<file path="config.mk">
export PLATFORM = sky130hd
export DESIGN_NAME = rc4_encrypt_fsm
export DESIGN_NICKNAME = d
export VERILOG_FILES = /design/src/rtl/rc4_pkg.sv /design/src/rtl/rc4_encrypt_fsm.sv
export SDC_FILE = /design/constraint.sdc
export NUM_CORES = 1
export LEC_CHECK = 0
export BUFFER_PORTS_ARGS = -buffer_cell sky130_fd_sc_hd__buf_4
export CAP_MARGIN = 20
export CORE_MARGIN = 2
export CORE_UTILIZATION = 50
export DETAILED_ROUTE_END_ITERATION = 8
export GPL_TIMING_DRIVEN = 0
export PLACE_DENSITY_LB_ADDON = 0.1
export SYNTH_ARGS = -nofsm -noshare
export SYNTH_HDL_FRONTEND = slang
export SYNTH_SLANG_ARGS = --single-unit
</file>
<file path="constraint.sdc">
create_clock -name clk -period 2.38 [get_ports clk]
set_input_delay 0.357 -clock clk [delete_from_list [all_inputs] [get_ports clk]]
set_output_delay 0.357 -clock clk [all_outputs]
set_load 0.01 [all_outputs]
</file>
<file path="src/rtl/rc4_pkg.sv">
// Shared types and constants for the RC4 encryption controller.
package rc4_pkg;

    typedef enum logic [4:0] {
        ST_IDLE,
        ST_CLEAR,
        ST_INC_I,
        ST_RD_SI,
        ST_WT_SI,
        ST_LT_SI,
        ST_RD_SJ,
        ST_WT_SJ,
        ST_LT_SJ,
        ST_WR_SJ,
        ST_WR_SI,
        ST_RD_F,
        ST_WT_F,
        ST_LT_F,
        ST_WR_CT,
        ST_NEXT_K,
        ST_DONE
    } rc4_state_e;

    localparam logic [7:0] ASCII_SPACE = 8'h20;
    localparam logic [7:0] ASCII_A_LOW = 8'h61;
    localparam logic [7:0] ASCII_Z_LOW = 8'h7A;

    function automatic logic is_valid_char(input logic [7:0] c);
        return (c == ASCII_SPACE) || ((c >= ASCII_A_LOW) && (c <= ASCII_Z_LOW));
    endfunction

endpackage

</file>
<file path="src/rtl/rc4_encrypt_fsm.sv">
// RC4 PRGA encryption controller over a shared S RAM, message memory and ciphertext RAM.
// Optional plaintext check enabled by defining RC4_PLAINTEXT_CHECK_EN.
//
// state     | meaning
// IDLE      | waiting for start
// CLEAR     | reset i, j, k (and error) for a new message
// INC_I     | i <= i+1
// RD/WT/LT_SI | read S[i], accumulate j
// RD/WT/LT_SJ | read S[j]
// WR_SJ     | S[j] <= si
// WR_SI     | S[i] <= sj
// RD/WT/LT_F  | read keystream S[si+sj] and plaintext[k]
// WR_CT     | ciphertext[k] <= f ^ p
// NEXT_K    | advance k or finish
// DONE      | message complete, waiting for start
module rc4_encrypt_fsm
    import rc4_pkg::*;
#(
    parameter int MSG_LEN = 32,
    parameter int MSG_AW  = 5
) (
    input  logic              clk,
    input  logic              reset_n,
    input  logic              start,
    input  logic [7:0]        s_rddata,
    output logic [7:0]        s_address,
    output logic [7:0]        s_wrdata,
    output logic              s_wren,
    input  logic [7:0]        plaintext_in,
    output logic [MSG_AW-1:0] pt_address,
    output logic [MSG_AW-1:0] ct_address,
    output logic [7:0]        ct_data,
    output logic              ct_wren,
    output logic              busy,
    output logic              done,
    output logic              error
);

    localparam logic [MSG_AW-1:0] K_LAST = MSG_AW'(MSG_LEN - 1);

    rc4_state_e        state;
    logic [7:0]        i, j, si, sj, f, p;
    logic [MSG_AW-1:0] k;

    // f and p are only meaningful while the write strobe is up
    assign ct_data = ct_wren ? (f ^ p) : 8'h00;

`ifndef RC4_PLAINTEXT_CHECK_EN
    assign error = 1'b0;
`endif

    always_ff @(posedge clk or negedge reset_n) begin
        if (!reset_n) begin
            state      <= ST_IDLE;
            i          <= '0;
            j          <= '0;
            k          <= '0;
            si         <= '0;
            sj         <= '0;
            f          <= '0;
            p          <= '0;
            s_address  <= '0;
            s_wrdata   <= '0;
            s_wren     <= 1'b0;
            pt_address <= '0;
            ct_address <= '0;
            ct_wren    <= 1'b0;
            busy       <= 1'b0;
            done       <= 1'b0;
`ifdef RC4_PLAINTEXT_CHECK_EN
            error      <= 1'b0;
`endif
        end else begin
            s_wren  <= 1'b0;
            ct_wren <= 1'b0;
            case (state)
                ST_IDLE: begin
                    if (start) begin
                        busy  <= 1'b1;
                        state <= ST_CLEAR;
                    end
                end
                ST_CLEAR: begin
                    i     <= '0;
                    j     <= '0;
                    k     <= '0;
`ifdef RC4_PLAINTEXT_CHECK_EN
                    error <= 1'b0;
`endif
                    state <= ST_INC_I;
                end
                ST_INC_I: begin
                    i         <= i + 8'd1;
                    s_address <= i + 8'd1;
                    state     <= ST_RD_SI;
                end
                ST_RD_SI: state <= ST_WT_SI;
                ST_WT_SI: state <= ST_LT_SI;
                ST_LT_SI: begin
                    si        <= s_rddata;
                    j         <= j + s_rddata;
                    s_address <= j + s_rddata;
                    state     <= ST_RD_SJ;
                end
                ST_RD_SJ: state <= ST_WT_SJ;
                ST_WT_SJ: state <= ST_LT_SJ;
                ST_LT_SJ: begin
                    sj       <= s_rddata;
                    s_wrdata <= si;
                    s_wren   <= 1'b1;
                    state    <= ST_WR_SJ;
                end
                ST_WR_SJ: begin
                    s_address <= i;
                    s_wrdata  <= sj;
                    s_wren    <= 1'b1;
                    state     <= ST_WR_SI;
                end
                ST_WR_SI: begin
                    s_address  <= si + sj;
                    s_wrdata   <= '0;
                    pt_address <= k;
                    state      <= ST_RD_F;
                end
                ST_RD_F: state <= ST_WT_F;
                ST_WT_F: state <= ST_LT_F;
                ST_LT_F: begin
                    f          <= s_rddata;
                    p          <= plaintext_in;
                    s_address  <= '0;
                    pt_address <= '0;
`ifdef RC4_PLAINTEXT_CHECK_EN
                    if (!is_valid_char(plaintext_in)) begin
                        error <= 1'b1;
                        busy  <= 1'b0;
                        done  <= 1'b1;
                        state <= ST_DONE;
                    end else begin
                        ct_address <= k;
                        ct_wren    <= 1'b1;
                        state      <= ST_WR_CT;
                    end
`else
                    ct_address <= k;
                    ct_wren    <= 1'b1;
                    state      <= ST_WR_CT;
`endif
                end
                ST_WR_CT: begin
                    ct_address <= '0;
                    state      <= ST_NEXT_K;
                end
                ST_NEXT_K: begin
                    if (k == K_LAST) begin
                        busy  <= 1'b0;
                        done  <= 1'b1;
                        state <= ST_DONE;
                    end else begin
                        k     <= k + MSG_AW'(1);
                        state <= ST_INC_I;
                    end
                end
                ST_DONE: begin
                    if (start) begin
                        done  <= 1'b0;
                        busy  <= 1'b1;
                        state <= ST_CLEAR;
                    end
                end
                default: state <= ST_IDLE;
            endcase
        end
    end

endmodule
</file>
==> out/metrics.yaml, run 1 <==
outcome:
  status: "finished, final reports clean"
worst_setup_path:
  cp_slowest_stage_delay_ns: 0.45
  r2r_end: "s_address[6]"
  crit_type: "register to register"
  startpoint: "j[0]"
  rrSetupSlack_ns: 0.15
  critPathLaunchType: "register"
  critPathRequiredTime_ns: 2.63
  r2r_start: "j[0]"
  cp-endpoint: "s_address[6]"
  crit_fanout: 3
  end_kind: "register"
  crit_chain: "ha_1 -> fa_1 -> a211oi_2 -> o21bai_1 -> a21oi_2 -> mux2i_1 -> o32a_2"
  arrival_ns: 2.48
  crit_slowest_cell: "fa_1"
  worst_r2r_path_depth: 7
clock_tree:
  cts_buffers: 9
  clk_latency_ns: 0.36
  ctsLongestPathBuffers: 2
  cts-root-buf: "clkbuf_8"
  h-tree-depth: 3
  cts_tree: "yes"
  clkSinkCount: 88
  path_clk_slew_ns: 0.10
  cts_setup_buffers: 0
power_and_ir_drop:
  leakagePower_nw: 2.62
  power_mw: 6.85
  vdd_drop_max_mv: 0.550
  cellPowerDensity_mw_per_mm2: 1270
grt:
  grt_overflow: 0
  track_usage: 0.233
  grt_pass1_wl_um: 18200
  grt_pass1_vias: 3655
  use_met1: 0.328
  grt_max_degree: 66
  grt-busiest-layer: "met2"
  antenna_found_initial: 0
  grt.met3_usage: 0.0474
  met2_usage: 0.363
timing:
  hold_violations: 0
  clock.fmax_mhz: 449
  setup_tns_ns: 0
  setup_viol: 0
  report.final.slew_viol_count: 0
  setup_slack_ns: 0.151
  fin_crit_ns: 2.23
  hold_slack_ns: 0.199
  fin_crit_sh: 0.937
  worst-slew-pin-transition_ns: 0.602
  rsz0062_at_grt: "no"
  slew_headroom: 0.597
  skew_ns: 0.0134
synth:
  async_reset_ff_frac: 1.00
  synth_area_leaders: "dfrtp_1 (48%), nand2_1 (6.3%), mux2_2 (5.6%), ha_1 (4.6%), o21ai_0 (3.7%)"
  synth_top_cell_by_area: "dfrtp_1"
  yosysWarnings: 0
  syn_inst: 450
  synth_fp_nets: 488
  syn-cell-area_mm2: 0.00461
  synth_top_area_share: 0.477
  synth_edf_count: 0
  ys_seq_area_frac: 0.477
  yosysUniqueCellTypes: 54
  avgSynthCellArea_um2: 10.2
  ys_seq_elements: 88
  synth_flop_cell: "dfrtp_1"
run:
  drv_cap: 0
layout:
  fillerInstances: 805
  final_util: 0.593
  antennaDiodeCount: 0
  design_area_mm2: 0.00540
  final_cell_mix: "dfrtp_1 (88), nand2_1 (77), buf_4 (60)"
  drive_above_1_share: 0.231
  instances_no_fill: 635
  areaGrowthSynthToFinish_pct: 17.1
  fin_nets: 557
  layout_commonest_cell: "dfrtp_1"
die:
  design.core.area_mm2: 0.00911
  die_h_um: 100
  dieArea_mm2: 0.0100
  num_io_pins: 58
  initial_core_util: 0.506
  fp.dieW_um: 100
  rows: 35
worst_hold_path:
  hold_class: "input pin to register"
drt:
  first_pass_iters: 5
  drt-initial-drc-count: 218
  vias: 3608
  wirelength_um: 10900
  vias_per_cell: 5.68
  wire_per_inst_um: 17.1
  ant_nets: 0
  route.detailed.drc: 0
placed_design:
  dpl_cell_area_mm2: 0.00520
  dp_slack_ns: -0.0692
  port_buffers: 56
  post-place-cells: 618
  place_congestion: 0.904
  hpwl_um: 7950
where the power goes:
group / switching, mW / total (mW) / leakage, nW / internal (mW)
clock: 0.585 / 0.980 / 0.0879 / 0.395
combinational: 1.82 / 3.36 / 1.42 / 1.54
sequential: 0.444 / 2.51 / 1.11 / 2.07
synth_stat cells (all sizes together), types with 10 or more instances:
library cell / count
mux2: 24
ha: 17
inv: 14
buf: 15
a21oi: 12
nor2: 25
dfrtp: 88
nand2: 77
a22o: 16
and2: 10
xor2: 16
o21ai: 35
registers in the layout (all words and copies together) (netlist names):
name and flops:
k 5, busy 1, s_wren 1, si 8, s_address 8, j 8
i 8, pt_address 5, state 5, p 8, ct_wren 1, s_wrdata 8
f 8, sj 8, done 1, ct_address 5
worst min-delay path by stage:
stage,from,to,cells past startpoint
after detailed placement,reset_n,i[7],1
after floorplan,reset_n,busy,0
after global placement,done,done,2
after global routing,plaintext_in[2],p[2],2
after CTS,start,state[4],2
final,start,state[4],2
routing by layer:
| metal | vias up | wire length, um |
|---|---|---|
| li1 | 1742 | - |
| met1 | 1756 | 5060 |
| met2 | 93 | 5030 |
| met3 | 17 | 612 |
| met4 | 0 | 182 |
| met5 | - | 0 |
worst max-delay path: cells and delay by family (launching register included):
| family | cells | cell delay, ns |
|---|---|---|
| fa+ha+maj | 2 | 0.67 |
| compound gates | 4 | 0.94 |
| mux | 1 | 0.12 |
| flops | 1 | 0.39 |
cells by family (layout without fill, tap and decap cells):
family          after synthesis  after routing  synth area share
simple gates                152            152             0.160
mux                          26             26            0.0629
buf+inv                      33            107            0.0372
flops                        88             88             0.477
other cells                   1              1          0.000813
fa+ha+maj                    19             19            0.0548
xor+xnor                     20             20            0.0380
compound gates              111            111             0.169
what timing repair did:
| action | in CTS | in global routing |
|---|---|---|
| hold buffers | 1 | 0 |
| endpoints found under the hold margin | 23 | 0 |
| resized for setup | 0 | 4 |
| setup endpoints to repair | 0 | 1 |
layout make-up:
cell class | count | area [um2] | area share
flip-flops and latches | 88 | 2200 | 0.408
clock buffers | 10 | 128 | 0.0236
multi-input cells | 329 | 2250 | 0.417
repair buffers | 58 | 458 | 0.0848
inverters | 14 | 52.6 | 0.00973
well taps | 111 | 139 | 0.0257
plain buffers | 19 | 119 | 0.0220
clock inverters | 6 | 51.3 | 0.00950
No activity file was read; power rests on OpenSTA's default activity.
==> run 2, diff against run 1 <==
--- a/config.mk
+++ b/config.mk
@@ -9,6 +9,7 @@
 export CAP_MARGIN = 20
 export CORE_MARGIN = 2
 export CORE_UTILIZATION = 50
+export CTS_BUF_LIST = sky130_fd_sc_hd__clkbuf_8
 export DETAILED_ROUTE_END_ITERATION = 8
 export GPL_TIMING_DRIVEN = 0
 export PLACE_DENSITY_LB_ADDON = 0.1
==> out/metrics.yaml, run 2 (synthesized netlist as in run 1, its figures left out) <==
die:
  num_io_pins: 58  # unchanged
  initial_core_util: 0.506  # unchanged
  rows: 35  # unchanged
  fp.dieW_um: 100  # unchanged
  dieArea_mm2: 0.0100  # unchanged
  design.core.area_mm2: 0.00911  # unchanged
  die_h_um: 100  # unchanged
grt:
  track_usage: 0.233  # unchanged
  antenna_found_initial: 0  # unchanged
  grt_overflow: 0  # unchanged
  grt_pass1_vias: 3655  # unchanged
  grt_max_degree: 66  # unchanged
  grt_pass1_wl_um: 18200  # unchanged
drt:
  drt-initial-drc-count: 230  # was 218
  route.detailed.drc: 0  # unchanged
  wirelength_um: 10900  # about the same
  first_pass_iters: 6  # was 5
  vias_per_cell: 5.68  # about the same
  wire_per_inst_um: 17.1  # about the same
  vias: 3607  # was 3,608
  ant_nets: 0  # unchanged
layout:
  fin_nets: 557  # unchanged
  areaGrowthSynthToFinish_pct: 17.1  # unchanged
  design_area_mm2: 0.00540  # unchanged
  regArea_mm2: 0.00220  # unchanged
  drive_above_1_share: 0.231  # unchanged
  antennaDiodeCount: 0  # unchanged
  fillerInstances: 805  # unchanged
  final_cell_mix: "dfrtp_1 (88), nand2_1 (77), buf_4 (60)"  # unchanged
  multi_input_area_mm2: 0.00225  # unchanged
  layout_commonest_cell: "dfrtp_1"  # unchanged
placed_design:
  place_congestion: 0.904  # unchanged
  hpwl_um: 7950  # unchanged
  port_buffers: 56  # unchanged
  dp_slack_ns: -0.0692  # unchanged
  dpl_cell_area_mm2: 0.00520  # unchanged
clock_tree:
  path_clk_slew_ns: 0.10  # about the same
  cts_setup_buffers: 0  # unchanged
  h-tree-depth: 3  # unchanged
  cts_buffers: 9  # unchanged
  clk_latency_ns: 0.36  # about the same
  cts_tree: "yes"  # unchanged
  cts-root-buf: "clkbuf_8"  # unchanged
  ctsLongestPathBuffers: 2  # unchanged
  clkSinkCount: 88  # unchanged
worst_setup_path:
  worst_r2r_path_depth: 7  # unchanged
  critPathLaunchType: "register"  # unchanged
  cp_slowest_stage_delay_ns: 0.45  # about the same
  crit_type: "register to register"  # unchanged
  critPathRequiredTime_ns: 2.63  # about the same
  crit_slowest_cell: "fa_1"  # unchanged
  arrival_ns: 2.48  # about the same
  crit_fanout: 3  # unchanged
  crit_chain: "ha_1 -> fa_1 -> a211oi_2 -> o21bai_1 -> a21oi_2 -> mux2i_1 -> o32a_2"  # unchanged
  end_kind: "register"  # unchanged
power_and_ir_drop:
  swShare: 0.416  # about the same
  power_mw: 6.85  # about the same
  power_frac_clock: 0.142  # was 0.143
  vdd_drop_max_mv: 0.545  # was 0.550 mV
  combPwrFrac: 0.490  # about the same
  cellPowerDensity_mw_per_mm2: 1270  # about the same
  seqPwrFrac: 0.367  # about the same
  leakagePower_nw: 2.62  # about the same
  intPower_mw: 4.00  # about the same
  power.switching_mw: 2.85  # about the same
timing:
  skew_ns: 0.0133  # was 0.0134 ns
  setup_viol: 0  # unchanged
  report.final.slew_viol_count: 0  # unchanged
  worst-slew-pin-transition_ns: 0.597  # was 0.602 ns
  slew_headroom: 0.601  # was 0.597
  fin_crit_sh: 0.938  # was 0.937
  fin_crit_ns: 2.23  # about the same
  rsz0062_at_grt: "no"  # unchanged
  setup_slack_ns: 0.148  # was 0.151 ns
  clock.fmax_mhz: 448  # was 449 MHz
  hold_violations: 0  # unchanged
run:
  drv_cap: 0  # unchanged
worst_hold_path:
  worstHoldPathCells: 2  # unchanged
  hold_class: "input pin to register"  # unchanged
outcome:
  status: "finished, final reports clean"  # unchanged
run 2: changes by cell type in the layout (fill, tap and decap cells not counted), sizes merged:
cell and delta:
clkbuf -1, inv +1
run 2: path summary, 6_finish.rpt:
kind	startpoint	slack, ns	to
max	j[0]	0.15	s_address[6]
min	start	0.20	state[4]
max reg2reg	j[0]	0.15	s_address[6]
min reg2reg	j[4]	0.49	j[4]
max in group asynchronous	reset_n	1.31	p[7]
min in group asynchronous	reset_n	0.43	i[7]
run 2: cell type report:
| type | instances | area share |
|---|---|---|
| multi-input cells | 329 | 0.417 |
| flip-flops and latches | 88 | 0.408 |
| repair buffers | 58 | 0.0848 |
| well taps | 111 | 0.0257 |
| clock buffers | 9 | 0.0229 |
| plain buffers | 19 | 0.0220 |
| clock inverters | 7 | 0.0102 |
| inverters | 14 | 0.00973 |
run 2: power by group through the flow:
stage               combinational (mW)  sequential, mW  clock, mW
global route                      3.77            2.59       1.04
finish                            3.36            2.51      0.975
global placement                  3.23            2.52          0
CTS                               3.34            2.51      0.997
detailed placement                3.30            2.54          0
floorplan                         2.31            2.50          0
run 2: per-stage QoR:
stage	hold WS, ns	cells	TNS, ns	util
3_3_place_gp	0.460	617	-0.0231	0.568
6_report	0.203	635	0	0.593
4_1_cts	0.192	635	0	0.591
5_1_grt	0.204	635	0	0.593
2_1_floorplan	0.0614	450	0	-
3_5_place_dp	0.289	618	-0.0692	0.571
run 2: what timing repair did:
| action | CTS | global route |
|---|---|---|
| endpoints found under the setup margin | 0 | 1 |
| hold buffers | 1 | 0 |
| resized for setup | 0 | 4 |
| endpoints found under the hold margin | 23 | 0 |
run 2: layer usage:
metal,track usage,share of wire
met5,0,0
met4,0.0822,0.014
met3,0.0474,0.056
met2,0.363,0.46
met1,0.328,0.47
run 2: critical path, delay by kind of cell (launching register included):
kind                       cells  cell delay (ns)
AOI/OAI and AO/OA              4             0.94
adders and majority gates      2             0.67
DFF                            1             0.39
muxes                          1             0.12
